File: config.mk
export PLATFORM = sky130hd
export DESIGN_NAME = round_robin_fifo_distributor
export DESIGN_NICKNAME = d
export VERILOG_FILES = /design/src/rtl/round_robin_fifo_distributor.sv
export SDC_FILE = /design/constraint.sdc
export NUM_CORES = 1
export LEC_CHECK = 0
export ABC_AREA = 1
export BUFFER_PORTS_ARGS = -buffer_cell sky130_fd_sc_hd__clkbuf_2
export CAP_MARGIN = 5
export CORE_MARGIN = 2
export CORE_UTILIZATION = 30
export DETAILED_ROUTE_END_ITERATION = 10
export GPL_ROUTABILITY_DRIVEN = 0
export PLACE_DENSITY = 0.54
export SYNTH_ARGS = -nofsm -noshare
export SYNTH_HDL_FRONTEND = slang
export SYNTH_SLANG_ARGS = --single-unit
File: constraint.sdc
create_clock -name clk -period 1.8 [get_ports clk]
set_input_delay 0.18 -clock clk [delete_from_list [all_inputs] [get_ports clk]]
set_output_delay 0.18 -clock clk [all_outputs]
set_load 0.05 [all_outputs]
File: src/rtl/round_robin_fifo_distributor.sv
// rtl/round_robin_fifo_distributor.sv - splits one input stream round-robin into four channel FIFOs
// Optional DIST_SKIP_FULL_EN: when defined, full channels are skipped instead of dropping the word.
module round_robin_fifo_distributor #(
  parameter int WIDTH = 8,
  parameter int DEPTH = 4
) (
  input  logic             clk,
  input  logic             rst,
  input  logic [WIDTH-1:0] din,
  input  logic             din_valid,
  input  logic [3:0]       ren,
  output logic [WIDTH-1:0] a,
  output logic [WIDTH-1:0] b,
  output logic [WIDTH-1:0] c,
  output logic [WIDTH-1:0] d,
  output logic [3:0]       valid,
  output logic [3:0]       full,
  output logic             drop
);

  localparam int PW = $clog2(DEPTH);
  localparam int CW = PW + 1;

  logic [WIDTH-1:0] mem [4][DEPTH];
  logic [PW-1:0]    wptr [4];
  logic [PW-1:0]    rptr [4];
  logic [CW-1:0]    count [4];
  logic [WIDTH-1:0] dout [4];
  logic [1:0]       rr;
  logic [1:0]       rr_next;
  logic [1:0]       tgt;
  logic             wr;
  logic [3:0]       wr_ch;
  logic [3:0]       pop;

  always_comb begin
    full = '0;
    pop  = '0;
    for (int i = 0; i < 4; i++) begin
      full[i] = (count[i] == CW'(DEPTH));
      pop[i]  = ren[i] && (count[i] != '0);
    end
  end

`ifdef DIST_SKIP_FULL_EN
  // Scan from the farthest offset down so the nearest non-full channel to rr wins.
  always_comb begin
    tgt     = rr;
    wr      = 1'b0;
    for (int j = 3; j >= 0; j--) begin
      if (!full[rr + 2'(j)]) begin
        tgt = rr + 2'(j);
        wr  = din_valid;
      end
    end
    rr_next = wr ? tgt + 2'd1 : rr;
  end
`else
  // rr advances on every offered word, accepted or dropped.
  always_comb begin
    tgt     = rr;
    wr      = din_valid && !full[rr];
    rr_next = din_valid ? rr + 2'd1 : rr;
  end
`endif

  always_comb begin
    wr_ch = '0;
    for (int i = 0; i < 4; i++) begin
      wr_ch[i] = wr && (tgt == 2'(i));
    end
  end

  always_ff @(posedge clk) begin
    if (!rst && wr) begin
      mem[tgt][wptr[tgt]] <= din;
    end
  end

  always_ff @(posedge clk) begin
    if (rst) begin
      rr    <= '0;
      drop  <= 1'b0;
      valid <= '0;
      for (int i = 0; i < 4; i++) begin
        wptr[i]  <= '0;
        rptr[i]  <= '0;
        count[i] <= '0;
        dout[i]  <= '0;
      end
    end else begin
      rr   <= rr_next;
      drop <= din_valid && !wr;
      for (int i = 0; i < 4; i++) begin
        if (wr_ch[i]) wptr[i] <= wptr[i] + 1'b1;
        if (pop[i])   rptr[i] <= rptr[i] + 1'b1;
        count[i] <= count[i] + CW'(wr_ch[i]) - CW'(pop[i]);
        dout[i]  <= pop[i] ? mem[i][rptr[i]] : '0;
        valid[i] <= pop[i];
      end
    end
  end

  assign a = dout[0];
  assign b = dout[1];
  assign c = dout[2];
  assign d = dout[3];

endmodule
# Word-level counts from Yosys, hierarchy flattened

Memory sizes are Yosys's and may differ from the RTL's. A register that Yosys moved wholly into a read port is not among the register bits.
Index checks and enable logic that the tools add are counted.

Bits in registers: 7
RAM bits: 188
Bits of input ports: 15
Output and inout bits: 41
Logic and storage cells: 147
Memories: 5

Memories:

| name  | words | width | read ports | clocked after Yosys merged registers in | wr ports | line | source |
|---|---|---|---|---|---|---|---|
| mem   | 4     | 32    | 4          | 0                                       | 1        | 24   | `logic [WIDTH-1:0] mem [4][DEPTH];` |
| dout  | 4     | 8     | 4          | 0                                       | 4        | 28   | `logic [WIDTH-1:0] dout [4];` |
| count | 4     | 3     | 4          | 0                                       | 4        | 27   | `logic [CW-1:0] count [4];` |
| rptr  | 4     | 2     | 4          | 0                                       | 4        | 26   | `logic [PW-1:0] rptr [4];` |
| wptr  | 4     | 2     | 5          | 1                                       | 4        | 25   | `logic [PW-1:0] wptr [4];` |

$add $sub $neg: 17
$lt $le $gt $ge: 7
Eq/ne operators: 7
Mux-type cells: 67
Bitwise logic cells: 21
Reduce and logical (&&, ||, !) cells: 20

Operators by type and width:

| kind                                                 | count |
|---|---|
| 2-to-1 mux 8 bit                                     | 17 |
| binary-select mux 8 bit (select 2 bit)               | 4 |
| 2-to-1 mux 32 bit                                    | 1 |
| 2-to-1 mux 1 bit                                     | 29 |
| 2-to-1 mux 2 bit                                     | 10 |
| adder 2 x 1 -> 2 bit (second input constant)         | 9 |
| demux 8 bit (select 2 bit)                           | 1 |
| bitwise OR 1 bit                                     | 16 |
| >= comparator 3 bit (second input constant)          | 5 |
| NOT 2 -> 3 bit                                       | 5 |
| adder 3 x 1 -> 3 bit                                 | 4 |
| equality test 3 bit (second input constant)          | 4 |
| logical AND 1 bit                                    | 12 |
| 2-to-1 mux 3 bit                                     | 4 |
| nonzero test 3 bit                                   | 4 |
| subtractor 3 x 1 -> 3 bit                            | 4 |
| equality test 2 bit (second input constant)          | 2 |
| logical NOT 1 bit                                    | 3 |
| < comparator 2 x 3 -> 1 bit (second input constant)  | 1 |
| < comparator 3 x 1 -> 1 bit (second input constant)  | 1 |
| binary-select mux 1 bit (select 2 bit)               | 1 |
| equality test 2 x 1 -> 1 bit (second input constant) | 1 |
| logical NOT 2 bit                                    | 1 |

# Depth between registers and ports, before layout

Gate-level depths: netlist (run 1).

Depth in word-level cells: 10
Mapped depth: 12
Depth with buffers taken out: 11

# Worst setup path after synthesis (run 1)

OpenSTA, ideal clock, no wires.

Path kind: register -> register
Start point: register rr[0]
End point: memory count[2][2] (netlist name)
Setup time: 119 ps
Data arrival time: 1775 ps
Required time: 1681 ps
Slack: -94 ps
Cell stages (with the launch flop): 13
Buffers on the path: 1
Period minus slack after synthesis: 1894 ps
Path through: dfxtp_1 inv_2 nand3_1 nand3_1 nand2_2 buf_12 nand3_1 inv_1 ha_1 inv_1 fa_1 o21ai_0 a21oi_1

RTL lines:

| element                | line | source |
|---|---|---|
| from (decl)            | 29   | `logic [1:0] rr;` |
| from (signal assigned) | 92   | `rr <= rr_next;` |
| to (decl)              | 27   |  |

==> results of run 1 <==
-- synth_stat cells --
library cell	number
nor2_1	168
edfxtp_1	144
o21ai_0	64
dfxtp_1	53
inv_1	49
a21oi_1	40
nand2_1	38
buf_2	17
nand3_1	14
ha_1	12
nand3_2	6
nor2_2	6
xor2_1	6
buf_4	5
inv_2	5
clkinv_1	4
fa_1	4
or2_2	4
xnor2_1	4
a21oi_2	3
nand2_2	3
nor3_1	3
o21ai_1	3
a31oi_2	1
buf_12	1
clkbuf_1	1
nand3_4	1
nand4_1	1
nor2_8	1
nor3_2	1
-- critical path: cells and delay by family (launching register included) --
kind / cells / cell delay, ps
buffers and inverters: 3 / 150
AND/OR/NAND/NOR: 5 / 540
flip-flops: 1 / 370
adder cells (fa/ha/maj): 2 / 670
-- stage by stage --
step | instance area (µm²) | power, mW | TNS (ps) | util
after floorplan | 7710 | 7.79 | -30.5 | -
after global placement | 8640 | 8.67 | -47.2 | 0.343
after global routing | 9450 | 13.4 | -4510 | 0.375
after CTS | 9310 | 12.6 | 0 | 0.370
after detailed placement | 8640 | 8.68 | -232 | 0.343
final | 9450 | 12.7 | 0 | 0.375
-- metal layers --
| metal | up-vias | global-route usage |
|---|---|---|
| met3 | 14 | 0.0298 |
| met5 | - | 0 |
| met4 | 0 | 0.0467 |
| met2 | 84 | 0.200 |
| met1 | 2293 | 0.166 |
| li1 | 2437 | - |
-- power groups by stage --
stage / clock, mW / combinational [mW] / sequential, mW
detailed placement: 0 / 3.15 / 5.53
global route: 4.14 / 3.73 / 5.49
finish: 3.86 / 3.34 / 5.45
CTS: 3.97 / 3.23 / 5.44
floorplan: 0 / 1.83 / 5.96
global placement: 0 / 3.14 / 5.52
-- cell families (layout without fill, tap and decap cells) --
| group | Yosys count | count (layout) | synth area share |
|---|---|---|---|
| flops | 197 | 197 | 0.700 |
| buf+inv | 82 | 198 | 0.0473 |
| simple gates | 246 | 246 | 0.137 |
| compound gates | 111 | 111 | 0.0746 |
| fa+ha+maj | 16 | 16 | 0.0299 |
| xor+xnor | 10 | 10 | 0.0114 |
-- repair_timing --
action,CTS,global route
setup buffers,2,3
pin swaps,3,22
gates resized for setup,14,36
setup endpoints to repair,28,40
hold buffers,0,0
-- how the worst max path moves through the flow --
stage | to | from | slack, ps | depth (start not counted)
3_5_place_dp | count[0][1] | count[0][0] | -70 | 10
6_report | count[0][1] | rr[0] | 3 | 10
2_1_floorplan | count[2][2] | count[2][1] | -30 | 12
4_1_cts | count[1][1] | count[1][2] | 10 | 8
5_1_grt | count[2][2] | rr[0] | -80 | 11
3_3_place_gp | count[2][2] | count[2][2] | -20 | 9
-- final cells by class --
| class | count | area share |
|---|---|---|
| clock buffer | 18 | 0.0465 |
| timing repair buffer | 108 | 0.0747 |
| sequential | 197 | 0.571 |
| tap | 330 | 0.0437 |
| inverter | 58 | 0.0236 |
| clock inverter | 14 | 0.0172 |
| multi-input combinational | 383 | 0.223 |
-- state kept, by name, indices dropped and copies added (netlist names), named ones only --
name and flops:
count 12, drop 1, rptr 8, valid 4, rr 2, mem 128, wptr 8, dout 32
-- layout by cell type, fill, tap and decap left out, types with 12 or more instances in the layout --
master / Yosys / final
a21oi_1: 40 / 40
clkbuf_16: 0 / 17
nand2_1: 38 / 38
clkbuf_2: 0 / 55
buf_4: 5 / 49
o21ai_0: 64 / 63
dfxtp_1: 53 / 45
nor2_1: 168 / 165
nand3_2: 6 / 13
edfxtp_1: 144 / 144
inv_2: 5 / 12
inv_1: 49 / 40
==> key figures, run 1 <==
Final layout
  • Layout cells sized above 1: 0.271
  • Cell Count, Final, Fillers Out: 1108
  • Area of the multi-input gates: 2110 µm²
  • Register Area: 5400 µm²
  • Area grow syn2layout: 22.8%
  • Fin nets: 796
  • FILL cells: 2397
  • Number of inserted diodes: 0

Pwr
  • Pwr Density: 1340 nW/µm²
  • Switch Pwr: 4.16 mW
  • VDD IR-drop max: 0.000646 V
  • Clock share of power: 0.305
  • Leakage: 3.62 nW
  • P_int: 8.49 mW
  • Sequential share of power: 0.431
  • Comb pwr share: 0.264
  • Switching Share: 0.329

Critical path
  • WS Path Type: reg2reg
  • Worst path cell trace: inv_4 -> nand4_1 -> nand3_2 -> nand2_4 -> nand3_4 -> inv_2 -> ha_4 -> fa_2 -> inv_2 -> nor2_2
  • Crit path DAT: 2170 ps
  • Reg-to-reg endpoint: count[0][1]
  • Critical Path RT: 2170 ps
  • CP Capture Type: flop
  • Worst R2R Path Depth: 10
  • Cell mode on critical path: inv_2
  • Critical path fanouts, max: 6
  • Crit path launch type: flop
  • Slowest cell on crit path: fa_2
  • CP max stage delay: 520 ps
  • Reg2reg start: rr[0]
  • R2R setup slack: 3 ps

Worst hold path
  • Hold path start: din[4]
  • Hold Crit Endpoint: mem[3][28]
  • HP Class: in2reg
  • Worst hold path depth: 1

Floorplan
  • Rows: 58
  • Die width: 164 µm
  • Die area: 26900 µm²
  • Core ar.: 25200 µm²
  • IO Pins: 56
  • Vert. Die Dim: 164 µm
  • Initial core utilization: 0.306

Detailed routing
  • Post-Route WL: 16100 µm
  • DRC Markers: 0
  • Post-route ant nets: 0
  • Highest Signal Layer: met4
  • Routed met3 length: 666 µm
  • WL met2: 7710 µm
  • Drt first pass iters: 4
  • Via count: 4828
  • WL/cell: 14.5 µm
  • M1 wire length: 7460 µm
  • 1st-iter DRT viols: 240
  • DR vias/cell: 4.36

Logic synthesis
  • Mapped Cells: 662
  • Synth Cell Area: 7690 µm²
  • Register bit count reported by yosys: 197
  • Sequential element share of the synthesized area: 0.700
  • Syn avg cell area: 11.6 µm²
  • Syn nets: 693
  • Largest area contributor in the netlist: edfxtp_1
  • Yosys warns: 0
  • Synth area leaders: edfxtp_1, dfxtp_1, nor2_1
  • Synth top area share: 0.562
  • Synth unique cells: 30

Clocking
  • Clk root buf: clkbuf_16
  • Skew-Pair Late Insertion Delay: 440 ps
  • Clk buf depth: 2
  • Total CTS buffers: 17
  • CTS tree: built
  • Clk sinks: 197
  • Clk pin slew, worst setup/hold paths: 80 ps
  • H-tree levels: 4

STA
  • Pins Over Slew Limit: 0
  • Final Hold Fails: 0
  • Max Freq: 0.557 GHz
  • Fin crit period: 1800 ps
  • Worst-Margin Slew: 454 ps
  • Crit share post-route: 0.998
  • Clk_skew: 11.5 ps
  • Worst setup margin: 3.32 ps
  • RSZ-0062 raised after global routing: yes
  • Minimum hold slack: 238 ps
  • Slew HR: 0.696
  • Final setup fails: 0

Placement
  • Placed cells: 1071
  • Pre-CTS setup slack: -67.2 ps
  • Port Buffers: 55
  • DP HPWL: 10400 µm

GRT
  • First-pass GRT wire length: 24900 µm
  • Vias in the first global route: 4601
  • Pin count of the biggest net entering global routing: 19
  • GRT Total Usage: 0.125
  • Initial antenna violation count: 0
  • Gr ovfl total: 0

Job
  • MaxCap Viol Count: 0

Status
  • Status: completed
Note: power is estimated with default switching activity, not from simulation.
==> run 2, diff against run 1 <==
--- a/config.mk
+++ b/config.mk
@@ -9,10 +9,11 @@
 export BUFFER_PORTS_ARGS = -buffer_cell sky130_fd_sc_hd__clkbuf_2
 export CAP_MARGIN = 5
 export CORE_MARGIN = 2
-export CORE_UTILIZATION = 30
+export CORE_UTILIZATION = 25
 export DETAILED_ROUTE_END_ITERATION = 10
 export GPL_ROUTABILITY_DRIVEN = 0
-export PLACE_DENSITY = 0.54
+export GPL_TIMING_DRIVEN = 0
+export PLACE_DENSITY = 0.48
 export SYNTH_ARGS = -nofsm -noshare
 export SYNTH_HDL_FRONTEND = slang
 export SYNTH_SLANG_ARGS = --single-unit
==> key figures, run 2 (synthesis results as in run 1) <==
Status
  • Status: complete, but fails checks
  • Failing checks: setup timing

Clocking
  • Clk pin slew, worst setup/hold paths: 70 ps
  • H-tree levels: 4
  • Clk sinks: 197
  • Hold buffers post-CTS: 0
  • Clk root buf: clkbuf_16
  • Skew-Pair Late Insertion Delay: 450 ps
  • Total CTS buffers: 17
  • Clk buf depth: 2
  • CTS tree: built

STA
  • Clk_skew: 15.1 ps
  • Crit share post-route: 1.02
  • RSZ-0062 raised after global routing: yes
  • Fin crit period: 1830 ps
  • Slew HR: 0.578
  • Worst-Margin Slew: 633 ps
  • Final Hold Fails: 0
  • Max Freq: 0.546 GHz
  • Worst setup margin: -31.6 ps
  • Pins Over Slew Limit: 0
  • Final setup fails: 12
  • TNS Setup: -175 ps

Final layout
  • Most frequent cells in the layout: nor2_1, edfxtp_1, o21ai_0, clkbuf_2, dfxtp_1
  • Area grow syn2layout: 26.2%
  • Number of inserted diodes: 0
  • Final Util: 0.319
  • Most common cell after layout, fill and taps aside: nor2_1
  • Layout cells sized above 1: 0.286
  • Fin nets: 795
  • Max reg flops: 128

Worst hold path
  • HP Class: in2reg

Job
  • MaxCap Viol Count: 0

Floorplan
  • Die area: 32200 µm²
  • Rows: 64
  • Die width: 179 µm
  • Vert. Die Dim: 179 µm
  • Initial core utilization: 0.253
  • Core ar.: 30400 µm²
  • IO Pins: 56

GRT
  • GRT Total Usage: 0.106
  • Initial antenna violation count: 1
  • Gr ovfl total: 0
  • First-pass GRT wire length: 25900 µm
  • Vias in the first global route: 4557
  • Pin count of the biggest net entering global routing: 18

Pwr
  • Tot Pwr: 12.7 mW
  • VDD IR-drop max: 0.000780 V
  • Pwr Density: 1300 nW/µm²
  • Leakage: 3.59 nW

Detailed routing
  • 1st-iter DRT viols: 259
  • DR vias/cell: 4.10
  • WL/cell: 14.4 µm
  • Post-Route WL: 16900 µm
  • DRC Markers: 0
  • Drt first pass iters: 4
  • Via count: 4808
  • Post-route ant nets: 0

Placement
  • DP HPWL: 11000 µm
  • Pre-CTS setup slack: -365 ps
  • Port Buffers: 54

Critical path
  • Critical Path RT: 2170 ps
  • CP Capture Type: flop
  • Crit path launch type: flop
  • Critical path fanouts, max: 5
  • WS Path Type: reg2reg
  • Crit path DAT: 2200 ps
## run 2: layout make-up
cell class | instances | area (µm²)
tap | 396 | 495
timing repair buffer | 83 | 607
multi-input combinational | 383 | 2300
inverter | 58 | 225
buffer | 24 | 146
sequential | 197 | 5410
fill | 3100 | 20700
clock inverter | 14 | 105
clock buffer | 17 | 425
## run 2: path summary, 6_finish.rpt
| path | start | end | slack, ps | cells after the start |
|---|---|---|---|---|
| setup / recovery | count[0][0] | count[0][1] | -30 | 11 |
| setup reg to reg | count[0][0] | count[0][1] | -30 | 11 |
| hold / removal | rst | count[0][2] | 40 | 2 |
| hold reg to reg | mem[0][4] | dout[0][4] | 530 | 2 |
## run 2: critical path: stages (launching register included)
cell and delay [ps]:
dfxtp_2 340, nor2_4 140, nand3_2 110, nand3_2 90
nand2_4 60, buf_12 140, nand3_4 60, inv_2 50
ha_4 150, fa_2 520, inv_2 30, nor2_1 60
## run 2: per-stage QoR
stage               hold WS [ps]  std cells  cell area, µm²
floorplan                    279        662            7710
global placement             496       1112            8470
detailed placement           497       1112            8470
CTS                         31.2       1160            9390
global route                36.4       1172            9710
finish                      36.1       1172            9710
## run 2: report_power, final
group / switching (mW) / internal (mW) / total [mW]
combinational: 2.43 / 1.31 / 3.74
sequential: 0.177 / 5.27 / 5.44
clock: 1.71 / 1.78 / 3.49
## run 2: layer usage
layer	track usage	routed length, µm	vias up	share of wire
met1	0.141	7990	2290	0.47
li1	-	-	2430	-
met4	0.0371	217	2	0.013
met3	0.0278	618	15	0.037
met2	0.167	8090	71	0.48
met5	0	13	-	0.00077
## run 2: timing repair
item / in CTS / in global routing
resized for setup: 51 / 46
pin swaps: 11 / 19
setup endpoints to repair: 136 / 138
gates cloned: 1 / 0
setup buffers: 16 / 12
